### config.mk
export PLATFORM = sky130hd
export DESIGN_NAME = ddr3_req_sched
export DESIGN_NICKNAME = d
export VERILOG_FILES = /design/src/rtl/ddr3_req_sched.sv
export SDC_FILE = /design/constraint.sdc
export NUM_CORES = 1
export LEC_CHECK = 0
export CAP_MARGIN = 20
export CELL_PAD_IN_SITES_DETAIL_PLACEMENT = 0
export CELL_PAD_IN_SITES_GLOBAL_PLACEMENT = 1
export CORE_MARGIN = 2
export CORE_UTILIZATION = 35
export CTS_CLUSTER_DIAMETER = 150
export DETAILED_ROUTE_END_ITERATION = 12
export GPL_TIMING_DRIVEN = 0
export HOLD_SLACK_MARGIN = 0.05
export PLACE_DENSITY_LB_ADDON = 0.1
export SKIP_LAST_GASP = 1
export SLEW_MARGIN = 20
export SYNTH_ARGS = -nofsm -noshare
export SYNTH_HDL_FRONTEND = slang
export SYNTH_SLANG_ARGS = --single-unit
### constraint.sdc
create_clock -name clk -period 2.8 [get_ports clk]
set_input_delay 0.56 -clock clk [delete_from_list [all_inputs] [get_ports clk]]
set_output_delay 0.56 -clock clk [all_outputs]
set_load 0.01 [all_outputs]
### src/rtl/ddr3_req_sched.sv
// ddr3_req_sched: arbitrates client read/write requests and periodic refreshes
// onto a single-command DDR3 controller. At most one command is outstanding.
//
// Ports:
//   clk, sys_resetn           single clock; asynchronous active-low reset
//   req_valid/we/addr/wdata   client request; accepted when req_valid && req_ready
//   req_ready                 scheduler can accept a request this cycle
//   rsp_valid/rsp_data        one-cycle read response
//   ctl_rd/wr/refresh         one-cycle command pulses to the controller
//   ctl_addr/ctl_din          command operands, held until the next command
//   ctl_busy/data_ready/dout  controller status and read data
//   refresh_count             refreshes issued (wraps)
//   refresh_overrun           sticky: refresh debt overflowed
module ddr3_req_sched #(
  parameter int unsigned REFRESH_CYCLES = 615,
  parameter int unsigned MAX_DEBT       = 8,
  parameter int unsigned URGENT_DEBT    = 4
) (
  input  logic        clk,
  input  logic        sys_resetn,
  input  logic        req_valid,
  input  logic        req_we,
  input  logic [25:0] req_addr,
  input  logic [15:0] req_wdata,
  output logic        req_ready,
  output logic        rsp_valid,
  output logic [15:0] rsp_data,
  output logic        ctl_rd,
  output logic        ctl_wr,
  output logic        ctl_refresh,
  output logic [25:0] ctl_addr,
  output logic [15:0] ctl_din,
  input  logic        ctl_busy,
  input  logic        ctl_data_ready,
  input  logic [15:0] ctl_dout,
  output logic [23:0] refresh_count,
  output logic        refresh_overrun
);

  localparam int unsigned TimerW = (REFRESH_CYCLES > 1) ? $clog2(REFRESH_CYCLES) : 1;
  localparam int unsigned DebtW  = (MAX_DEBT > 0) ? $clog2(MAX_DEBT + 1) : 1;

  localparam logic [TimerW-1:0] TimerLast  = TimerW'(REFRESH_CYCLES - 1);
  localparam logic [DebtW-1:0]  DebtMax    = DebtW'(MAX_DEBT);
  localparam logic [DebtW-1:0]  DebtUrgent = DebtW'(URGENT_DEBT);

  typedef enum logic [1:0] {
    StIdle,
    StGuard,
    StWaitRd,
    StWaitBusy
  } state_e;

  typedef enum logic [1:0] {
    OpRead,
    OpWrite,
    OpRefresh
  } op_e;

  state_e            state_q, state_d;
  op_e               op_q, op_d;
  logic [TimerW-1:0] timer_q, timer_d;
  logic [DebtW-1:0]  debt_q, debt_d;
  logic [23:0]       refresh_count_q, refresh_count_d;
  logic              overrun_q, overrun_d;
  logic              ctl_rd_q, ctl_rd_d;
  logic              ctl_wr_q, ctl_wr_d;
  logic              ctl_refresh_q, ctl_refresh_d;
  logic [25:0]       ctl_addr_q, ctl_addr_d;
  logic [15:0]       ctl_din_q, ctl_din_d;
  logic              rsp_valid_q, rsp_valid_d;
  logic [15:0]       rsp_data_q, rsp_data_d;

  logic timer_wrap;
  logic idle_free;
  logic refresh_issue;
  logic accept;
  logic capture_rd;

  assign timer_wrap = (timer_q == TimerLast);
  assign idle_free  = (state_q == StIdle) && !ctl_busy;

  // Urgent debt pre-empts clients; otherwise refresh only into an idle bus.
  assign refresh_issue = idle_free &&
                         ((debt_q >= DebtUrgent) || ((debt_q != '0) && !req_valid));

  // Gated by reset so a held-low reset never advertises readiness.
  assign req_ready = sys_resetn && idle_free && !refresh_issue;
  assign accept    = req_valid && req_ready;

  // Read data may arrive already in the guard cycle; both windows capture it.
  assign capture_rd = (op_q == OpRead) && ctl_data_ready &&
                      ((state_q == StGuard) || (state_q == StWaitRd));

  // Command FSM and output registers.
  always_comb begin
    state_d       = state_q;
    op_d          = op_q;
    ctl_rd_d      = 1'b0;
    ctl_wr_d      = 1'b0;
    ctl_refresh_d = 1'b0;
    ctl_addr_d    = ctl_addr_q;
    ctl_din_d     = ctl_din_q;
    rsp_valid_d   = 1'b0;
    rsp_data_d    = rsp_data_q;

    if (capture_rd) begin
      rsp_valid_d = 1'b1;
      rsp_data_d  = ctl_dout;
    end

    unique case (state_q)
      StIdle: begin
        if (refresh_issue) begin
          ctl_refresh_d = 1'b1;
          op_d          = OpRefresh;
          state_d       = StGuard;
        end else if (accept) begin
          ctl_addr_d = req_addr;
          ctl_din_d  = req_wdata;
          ctl_wr_d   = req_we;
          ctl_rd_d   = !req_we;
          op_d       = req_we ? OpWrite : OpRead;
          state_d    = StGuard;
        end
      end
      // Single cycle that ignores ctl_busy: the controller raises busy a cycle late.
      StGuard: begin
        if ((op_q == OpRead) && !ctl_data_ready) begin
          state_d = StWaitRd;
        end else begin
          state_d = StWaitBusy;
        end
      end
      StWaitRd: begin
        if (ctl_data_ready) begin
          state_d = StWaitBusy;
        end
      end
      StWaitBusy: begin
        if (!ctl_busy) begin
          state_d = StIdle;
        end
      end
      default: state_d = StIdle;
    endcase
  end

  // Refresh timer and debt run independently of the command FSM.
  always_comb begin
    timer_d         = timer_wrap ? '0 : timer_q + TimerW'(1);
    debt_d          = debt_q;
    overrun_d       = overrun_q;
    refresh_count_d = refresh_count_q;

    if (refresh_issue) begin
      refresh_count_d = refresh_count_q + 24'd1;
    end

    // A wrap coinciding with an issue cancels out.
    if (timer_wrap && !refresh_issue) begin
      if (debt_q == DebtMax) begin
        overrun_d = 1'b1;
      end else begin
        debt_d = debt_q + DebtW'(1);
      end
    end else if (!timer_wrap && refresh_issue) begin
      debt_d = debt_q - DebtW'(1);
    end
  end

  always_ff @(posedge clk or negedge sys_resetn) begin
    if (!sys_resetn) begin
      state_q         <= StIdle;
      op_q            <= OpRead;
      timer_q         <= '0;
      debt_q          <= '0;
      refresh_count_q <= '0;
      overrun_q       <= 1'b0;
      ctl_rd_q        <= 1'b0;
      ctl_wr_q        <= 1'b0;
      ctl_refresh_q   <= 1'b0;
      ctl_addr_q      <= '0;
      ctl_din_q       <= '0;
      rsp_valid_q     <= 1'b0;
      rsp_data_q      <= '0;
    end else begin
      state_q         <= state_d;
      op_q            <= op_d;
      timer_q         <= timer_d;
      debt_q          <= debt_d;
      refresh_count_q <= refresh_count_d;
      overrun_q       <= overrun_d;
      ctl_rd_q        <= ctl_rd_d;
      ctl_wr_q        <= ctl_wr_d;
      ctl_refresh_q   <= ctl_refresh_d;
      ctl_addr_q      <= ctl_addr_d;
      ctl_din_q       <= ctl_din_d;
      rsp_valid_q     <= rsp_valid_d;
      rsp_data_q      <= rsp_data_d;
    end
  end

  assign rsp_valid       = rsp_valid_q;
  assign rsp_data        = rsp_data_q;
  assign ctl_rd          = ctl_rd_q;
  assign ctl_wr          = ctl_wr_q;
  assign ctl_refresh     = ctl_refresh_q;
  assign ctl_addr        = ctl_addr_q;
  assign ctl_din         = ctl_din_q;
  assign refresh_count   = refresh_count_q;
  assign refresh_overrun = overrun_q;

endmodule
**Yosys cells after proc, flatten, opt, wreduce, memory -nomap -nowiden**

Index checks and enable logic that the tools add are counted.
W data, S select, Z words.

- Equality and inequality tests: 9
- Bitwise gates (word level): 1
- Order comparisons: 1
- $add $sub $neg: 4
- Multiplexer cells: 22
- Reduce and logical (&&, ||, !) cells: 29

Operators by type and width:

| kind | count |
|---|---|
| $add A24 B1 Y24 const B | 1 |
| $mux W2 | 6 |
| $mux W4 | 3 |
| $logic_and A1 B1 Y1 | 11 |
| $mux W1 | 11 |
| $add A10 B1 Y10 const B | 1 |
| $eq A10 B10 Y1 const B | 1 |
| $mux W10 | 1 |
| $pmux W2 S4 | 1 |
| $logic_not A1 Y1 | 6 |
| $ne A2 B2 Y1 const B | 3 |
| $reduce_and A2 Y1 | 3 |
| $reduce_and A3 Y1 | 2 |
| $add A4 B1 Y4 const B | 1 |
| $eq A2 B2 Y1 const B | 2 |
| $eq A4 B4 Y1 const B | 1 |
| $ge A4 B3 Y1 const B | 1 |
| $logic_not A2 Y1 | 2 |
| $reduce_bool A2 Y1 | 2 |
| $reduce_bool A4 Y1 | 1 |
| $sub A4 B1 Y4 const B | 1 |
| $ne A3 B3 Y1 const B | 1 |
| $eq A2 B1 Y1 const B | 1 |
| $logic_or A1 B1 Y1 | 2 |
| $not A1 Y1 | 1 |

- Output and inout port bits: 88
- Input port bits: 64
- Bits in registers: 105
- Word-level logic and storage cells: 79

**Longest topological paths before layout**

Gate-level depths: netlist of the first run.

- Depth in word-level cells: 10
- Mapped depth: 11
- Depth with buffers taken out: 10

**Least setup slack after synthesis of the first run**

Ideal clock, no wire load.

- Path kind: register -> register
- Start: reg state_q[0]
- End: reg debt_q[3]
- Setup time: 0.080 ns
- Arrival: 2.205 ns
- Buffers on the path: 1
- Required time: 2.720 ns
- Setup slack: 0.515 ns
- Stages on the path, launching flop included: 12
- Period minus slack after synthesis: 2.285 ns
- Cells stage by stage: dfrtp_1 inv_1 ha_1 nand2b_2 a21o_2 buf_2 nand2_1 ha_1 a21o_2 a21oi_1 mux2i_1 xnor2_1

- Cells in the longest elaborated chain, start to end: 7
- Elaborated cells on any way between the ends: 10
- Those cells by class: eq/ne (1); mux (1); reduce/logical (8)

RTL lines:

| what | RTL line | source |
|---|---|---|
| from (decl) | 60 | `state_e state_q, state_d;` |
| from (signal assigned) | 174 | `state_q <= StIdle;` |
| from (signal assigned) | 188 | `state_q <= state_d;` |
| $logic_not A2 Y1 * | 81 | `assign idle_free = (state_q == StIdle) && !ctl_busy;` |
| $logic_and A1 B1 Y1 * | 81 |  |
| $logic_and A1 B1 Y1 * | 84 | `assign refresh_issue = idle_free &&` |
| $logic_not A1 Y1 | 161 | `if (timer_wrap && !refresh_issue) begin` |
| $logic_and A1 B1 Y1 | 161 |  |
| $ne A2 B2 Y1 (no source line) / $reduce_bool A2 Y1 (equally long branches) | - |  |
| $reduce_and A2 Y1 (no source line) | - |  |
| to (signal assigned) | 191 | `debt_q <= debt_d;` |
| to (decl) | 63 | `logic [DebtW-1:0] debt_q, debt_d;` |

Every way passes the cells marked *; elsewhere a longest branch is shown, timed or not.
A chain may end at the register's enable or synchronous reset.

**Worst setup path after layout of the first run**

- Start: in req_valid
- End: out req_ready

- Cells in the longest elaborated chain, start to end: 6

RTL lines:

| what | RTL line | source |
|---|---|---|
| from (decl) | 21 | `input logic req_valid,` |
| $logic_not A1 Y1 | 85 | `((debt_q >= DebtUrgent) \|\| ((debt_q != '0) && !req_valid));` |
| $logic_and A1 B1 Y1 | 85 |  |
| $logic_or A1 B1 Y1 | 85 |  |
| $logic_and A1 B1 Y1 | 84 |  |
| $logic_not A1 Y1 | 88 | `assign req_ready = sys_resetn && idle_free && !refresh_issue;` |
| $logic_and A1 B1 Y1 | 88 |  |
| to (decl) | 25 | `output logic req_ready,` |

Every way passes these cells.

==> results of run 1 <==
logic make-up after synthesis:
family | count (synthesis) | share of synthesized area [%]
compound gates | 15 | 3.75
xor+xnor | 34 | 6.71
fa+ha+maj | 11 | 3.27
buf+inv | 13 | 1.52
flops | 105 | 59.2
mux | 62 | 15.7
simple gates | 86 | 9.89
synth_stat cells (2+ instances only):
master and number:
nand3_1 12, mux2_1 2, and3_1 4, xnor2_1 22, mux2_2 59, nand2_1 21, a2111oi_4 2, nor2_1 22
buf_4 4, inv_1 6, a21o_2 2, xor2_1 12, a21oi_1 3, nor2b_1 3, nor3_1 6, buf_2 3
dfrtp_1 105, nand4_1 6, ha_1 10
registers in the layout, summed over array words and instances (netlist names):
name and flops:
op_q 2, debt_q 4, rsp_data 16, refresh_overrun 1, ctl_rd 1, ctl_refresh 1
rsp_valid 1, state_q 2, ctl_din 16, timer_q 10, refresh_count 24, ctl_addr 26
ctl_wr 1
per-stage QoR:
stage          instance area (um^2)  hold WS [ns]  TNS (ns)
2_1_floorplan                  4440         0.264         0
3_3_place_gp                   6170         0.465   -501.61
3_5_place_dp                   6200         0.468    -0.169
4_1_cts                        6540         0.215         0
5_1_grt                        6540         0.237         0
6_report                       6540         0.208         0
how the worst max path moves through the flow:
stage / from / to / slack (ns) / depth (start not counted)
floorplan: state_q[0] / debt_q[3] / 0.52 / 11
global placement: sys_resetn / req_ready / -3.99 / 3
detailed placement: req_valid / debt_q[3] / -0.17 / 10
CTS: req_valid / req_ready / 0.03 / 4
global route: req_valid / req_ready / 0.001 / 4
finish: req_valid / req_ready / 0.08 / 4
where the power goes:
group / total [mW] / switching (mW) / internal (mW)
registers: 2.19 / 0.219 / 1.97
clock network: 1.44 / 0.541 / 0.903
logic: 1.97 / 0.715 / 1.25
total: 5.60 / 1.48 / 4.12
metal layers:
| layer | up-vias | wire (um) |
|---|---|---|
| li1 | 1460 | - |
| met1 | 1460 | 4290 |
| met2 | 86 | 4640 |
| met3 | 12 | 612 |
| met4 | 0 | 148 |
| met5 | - | 0 |
cell type report:
| cell class | instances | area, um^2 |
|---|---|---|
| Buffer | 7 | 45.0 |
| Clock buffer | 12 | 246 |
| Clock inverter | 4 | 98.8 |
| Fill cell | 1162 | 5970 |
| Inverter | 6 | 22.5 |
| Multi-Input combinational cell | 208 | 1750 |
| Sequential cell | 105 | 2630 |
| Tap cell | 172 | 215 |
| Timing Repair Buffer | 152 | 1540 |
repair_timing:
| item | in CTS | in global routing |
|---|---|---|
| resized for setup | 0 | 1 |
| endpoints found under the hold margin | 0 | 0 |
| setup endpoints to repair | 0 | 1 |
==> impl_metrics.ini, run 1 <==
[sta]
worst_pin_slew_ns = 0.667
slew_headroom_pct = 55.3
rsz0062_at_grt = no
setup_viol = 0
fin_skew_ns = 0.00763
hold_viol_final = 0
fin_ws_ns = 0.0761
final_max_slew_viol_count = 0
fmax_ghz = 0.367
fin_crit_sh_pct = 97.3
period_needed_ns = 2.72

[worst_setup_path]
cp_common_cell = clkdlybuf4s50_1
rrSetupSlack_ns = 0.23
criticalPathCategory = in -> out
crit_fanout = 6
timing.rr.start = state_q[0]
cp_slowest_cell = clkdlybuf4s50_1
cp-end-kind = primary output
critPathBufInv = 2
cp-start-kind = input pin
cp_slowest_stage_delay_ns = 0.56
path_cells = clkdlybuf4s50_1 -> o21bai_4 -> and4_4 -> clkdlybuf4s50_1
required_ns = 2.24
critPathArrivalTime_ns = 2.16
reg2reg_depth = 11
critical_path.top_delay_family = buffers and inverters
r2r_end = debt_q[3]

[synth]
yosysTopAreaCell = dfrtp_1
synth_top_area_share_pct = 59.2
syn-instance-count = 326
ys_async_sr_fraction_pct = 100
synth_area_leaders = dfrtp_1 (59%), mux2_2 (15%), xnor2_1 (4.3%)
ys_ff_latch = 105
ys_seq_area_share_pct = 59.2
netlist_area_um2 = 4440
synth-edff-count = 0
yosys.cell_types.count = 41
ys_warn_count = 0
ys.flop_type = dfrtp_1
syn_avg_cell_area_um2 = 13.6
syn-num-nets = 401

[pwr]
finalPower_mw = 5.60
power_leakage_nw = 2.83
max-vdd-ir-drop_mv = 0.442
power_density_nw_per_um2 = 856

[floorplanning]
io_pins = 152
dieArea_um2 = 13600
die_height_um = 117
initial_core_util_pct = 35.5
core.rowCount = 41
die_w_um = 117
core_area_um2 = 12500

[clock_tree]
ctsHoldBuffers = 0
clockRootBuffer = clkbuf_16
htree_levels = 3
clk_latency_ns = 0.34
cts_tree = built
post_cts_buffers = 0
cts.sinks = 105
clk_path_buf_depth = 2
cts_buffers = 9
cts.clk_slew.worst_paths_ns = 0.06

[placement]
pre_cts_slack_ns = -0.169
gp_congestion = 0.779
port-buffer-count = 151
place_hpwl_um = 7190
dp_cells = 650

[detailed_routing]
wirelength_um = 9690
drtPass1Iterations = 4
remaining_drc_errors = 0
antenna_left = 0
wl_per_cell_um = 14.5
drt_iter0_drc = 90
avgViaCountPerCell = 4.53
vias = 3018

[min_path]
hp-class = in -> async

[finish]
area_growth_pct = 47.3
antenna_cells = 0
layout.core_utilization_pct = 52.3
final_common_cell = clkdlybuf4s50_1
layout.cells.non_filler = 666
layout_common_cells = clkdlybuf4s50_1 (150), dfrtp_1 (105), mux2_2 (59)
nNetsFinal = 564
drive_above_1_share_pct = 19.6

[global_routing]
globalRouteMet3Util_pct = 4.57
grt_overflow = 0
grt_max_degree = 62
grt_pass1_wl_um = 15300
grt.busiest_layer = met2
grt_use_total_pct = 14.8
grt.met1_usage_pct = 18.9
grt_pass1_vias = 3065
grtUsageMet2_pct = 23.1
antenna_found_initial = 0

[run]
drv_cap = 0

[run_status]
status = complete, no violations
(Power assumes the default switching activity.)
==> run 2: changes to the inputs <==
--- a/config.mk
+++ b/config.mk
@@ -5,11 +5,12 @@
 export SDC_FILE = /design/constraint.sdc
 export NUM_CORES = 1
 export LEC_CHECK = 0
+export ABC_AREA = 1
 export CAP_MARGIN = 20
 export CELL_PAD_IN_SITES_DETAIL_PLACEMENT = 0
 export CELL_PAD_IN_SITES_GLOBAL_PLACEMENT = 1
 export CORE_MARGIN = 2
-export CORE_UTILIZATION = 35
+export CORE_UTILIZATION = 34
 export CTS_CLUSTER_DIAMETER = 150
 export DETAILED_ROUTE_END_ITERATION = 12
 export GPL_TIMING_DRIVEN = 0
==> run 2 against run 1 <==
  * Synthesized cell count grew 80%
  * Worst setup slack better by 0.13 ns
  * Combinational power up 9.6%
  * Cell count rose by 40%
  * Clock power is 17% lower
  * Routed wire length grew 29%
  * Power grew 1.4%
  * Largest power group unchanged
==> impl_metrics.ini, run 2 <==
[run_status]
status = complete, no violations

[floorplanning]
die_w_um = 124
io_pins = 152
dieArea_um2 = 15400
core.rowCount = 43
die_height_um = 124
core_area_um2 = 14000
initial_core_util_pct = 35.0

[sta]
hold_viol_final = 0
final_max_slew_viol_count = 0
fin_skew_ns = 0.00519
fin_crit_sh_pct = 92.7
fmax_ghz = 0.385
timing.hold.ws_ns = 0.158
worst_pin_slew_ns = 0.538
period_needed_ns = 2.59
slew_headroom_pct = 64.1
rsz0062_at_grt = no
setup_viol = 0
setup_tns_ns = 0

[placement]
port-buffer-count = 151
place_hpwl_um = 9340
gp_congestion = 0.792

[finish]
largest_reg_flops = 26
final_common_cell = nand2_1
fillers = 1336
layout.core_utilization_pct = 49.6
drive_above_1_share_pct = 6.63
area_growth_pct = 41.7
antenna_cells = 0
layout_common_cells = nand2_1 (286), clkdlybuf4s50_1 (150), dfrtp_1 (105)
nNetsFinal = 824

[pwr]
swShare_pct = 33.8
p_clk_share_pct = 21.1
power_frac_seq_pct = 40.9
max-vdd-ir-drop_mv = 0.367
p_sw_mw = 1.92
p_comb_share_pct = 38.0
power_density_nw_per_um2 = 818
power_leakage_nw = 3.35
p_int_mw = 3.76

[global_routing]
grt_overflow = 0
grt_pass1_wl_um = 20100
grt_pass1_vias = 4103
grt_use_total_pct = 16.9
grt_max_degree = 56
antenna_found_initial = 0

[clock_tree]
cts_resized = 0
post_cts_buffers = 0
cts.clk_slew.worst_paths_ns = 0.06
htree_levels = 3
clk_path_buf_depth = 2
cts_buffers = 9
clk_latency_ns = 0.35
cts_tree = built
ctsHoldBuffers = 0
cts.sinks = 105
clockRootBuffer = clkbuf_16

[worst_setup_path]
cp_slowest_cell = clkdlybuf4s50_1
criticalPathCategory = reg -> out
timing.rr.start = timer_q[0]
critPathArrivalTime_ns = 2.03
cp-start-kind = flop
cp-end-kind = primary output
cp_slowest_stage_delay_ns = 0.55
required_ns = 2.24
reg2reg_depth = 16
path_cells = inv_1 -> ha_1 -> inv_1 -> nor2_2 -> nand2_1 -> nor2_2 -> clkdlybuf4s50_1
crit_fanout = 6
r2r_end = debt_q[3]
rrSetupSlack_ns = 0.51

[synth]
ys_warn_count = 0
synth-edff-count = 0
ys_ff_latch = 105
synth_top_area_share_pct = 53.7
synth_area_leaders = dfrtp_1 (54%), nand2_1 (22%), nor2_1 (3.1%)
syn-num-nets = 661
synth_compound_area_share_pct = 1.71
synth_simple_gate_area_share_pct = 32.2
ys_seq_area_share_pct = 53.7
synth.area.mux_share_pct = 0
netlist_area_um2 = 4900
yosysTopAreaCell = dfrtp_1
synth_fa_ha_area_share_pct = 2.96
synth_top_family_by_area = simple AND/OR/NAND/NOR gates
yosys.cell_types.count = 30
ys_top_cells_by_count = nand2_1 (286), dfrtp_1 (105), nor2_1 (41)
ys_async_sr_fraction_pct = 100
syn_avg_cell_area_um2 = 8.36
ys.flop_type = dfrtp_1
syn-instance-count = 586
synthXorXnorAreaFrac_pct = 3.76
synth.most_common_cell = nand2_1

[detailed_routing]
antenna_left = 0
wl_per_cell_um = 13.3
vias = 4205
remaining_drc_errors = 0
wirelength_um = 12500
drt_iter0_drc = 190
drtPass1Iterations = 4
avgViaCountPerCell = 4.50

[run]
drv_cap = 0

[min_path]
hp-class = in -> async
==> run 2: cell count changes after synthesis, moves of 5 or more <==
cell,before,now
nand2_1,21,286
xnor2_1,22,8
nand3_1,12,17
mux2_2,59,0
o21ai_0,1,8
buf_6,0,10
nor2_1,22,41
inv_1,6,35
==> run 2: per-stage QoR <==
stage	setup WS (ns)	cells	total power, mW	area (um^2)
finish	0.205	934	5.68	6940
global route	0.0749	934	6.13	6940
CTS	0.173	934	5.76	6940
detailed placement	0.123	918	4.53	6660
global placement	-3.56	917	4.49	6630
floorplan	0.744	586	3.31	4900
==> run 2: layout make-up <==
cell class | count | area [um^2] | area share (%)
clock buffers | 14 | 264 | 3.80
plain buffers | 14 | 131 | 1.89
repair buffers | 152 | 1540 | 22.2
flip-flops and latches | 105 | 2630 | 37.9
inverters | 39 | 146 | 2.11
clock inverters | 2 | 12.5 | 0.180
multi-input cells | 428 | 1990 | 28.7
well taps | 180 | 225 | 3.25
==> run 2: layer usage <==
layer	global-route usage [%]	wire length (um)	vias to the layer above
met5	0	0	-
met4	5.83	213	0
met3	5.08	1030	13
met2	26.1	5410	128
met1	22.5	5810	1936
li1	-	-	2128
==> run 2: power by group through the flow <==
stage / registers, mW / clock network [mW] / logic, mW
floorplan: 2.49 / 0 / 0.825
global placement: 2.33 / 0 / 2.16
detailed placement: 2.34 / 0 / 2.19
CTS: 2.32 / 1.24 / 2.20
global route: 2.38 / 1.32 / 2.42
finish: 2.32 / 1.19 / 2.16
==> run 2: critical path: cells and delay by family (launching register included) <==
| family | cells | cell delay (ns) |
|---|---|---|
| simple gates | 3 | 0.34 |
| fa+ha+maj | 1 | 0.19 |
| buf+inv | 3 | 0.72 |
| flops | 1 | 0.43 |
==> run 2: worst max path at each step <==
stage          startpoint   endpoint  slack (ns)  cells after the start
2_1_floorplan  timer_q[0]  debt_q[3]        0.74                     16
3_3_place_gp   sys_resetn  req_ready       -3.56                      4
3_5_place_dp    req_valid  debt_q[3]        0.12                     15
4_1_cts        state_q[0]  req_ready        0.17                      7
5_1_grt        state_q[0]  req_ready        0.07                      7
6_report       state_q[0]  req_ready        0.21                      7
==> run 2: cells by family (layout without fill, tap and decap cells) <==
kind of cell	after synthesis	after routing
buffers and inverters	53	221
AND/OR/NAND/NOR	381	381
adder cells (fa/ha/maj)	11	11
flip-flops	105	105
AO/OA/AOI/OAI	15	15
XOR/XNOR	21	21
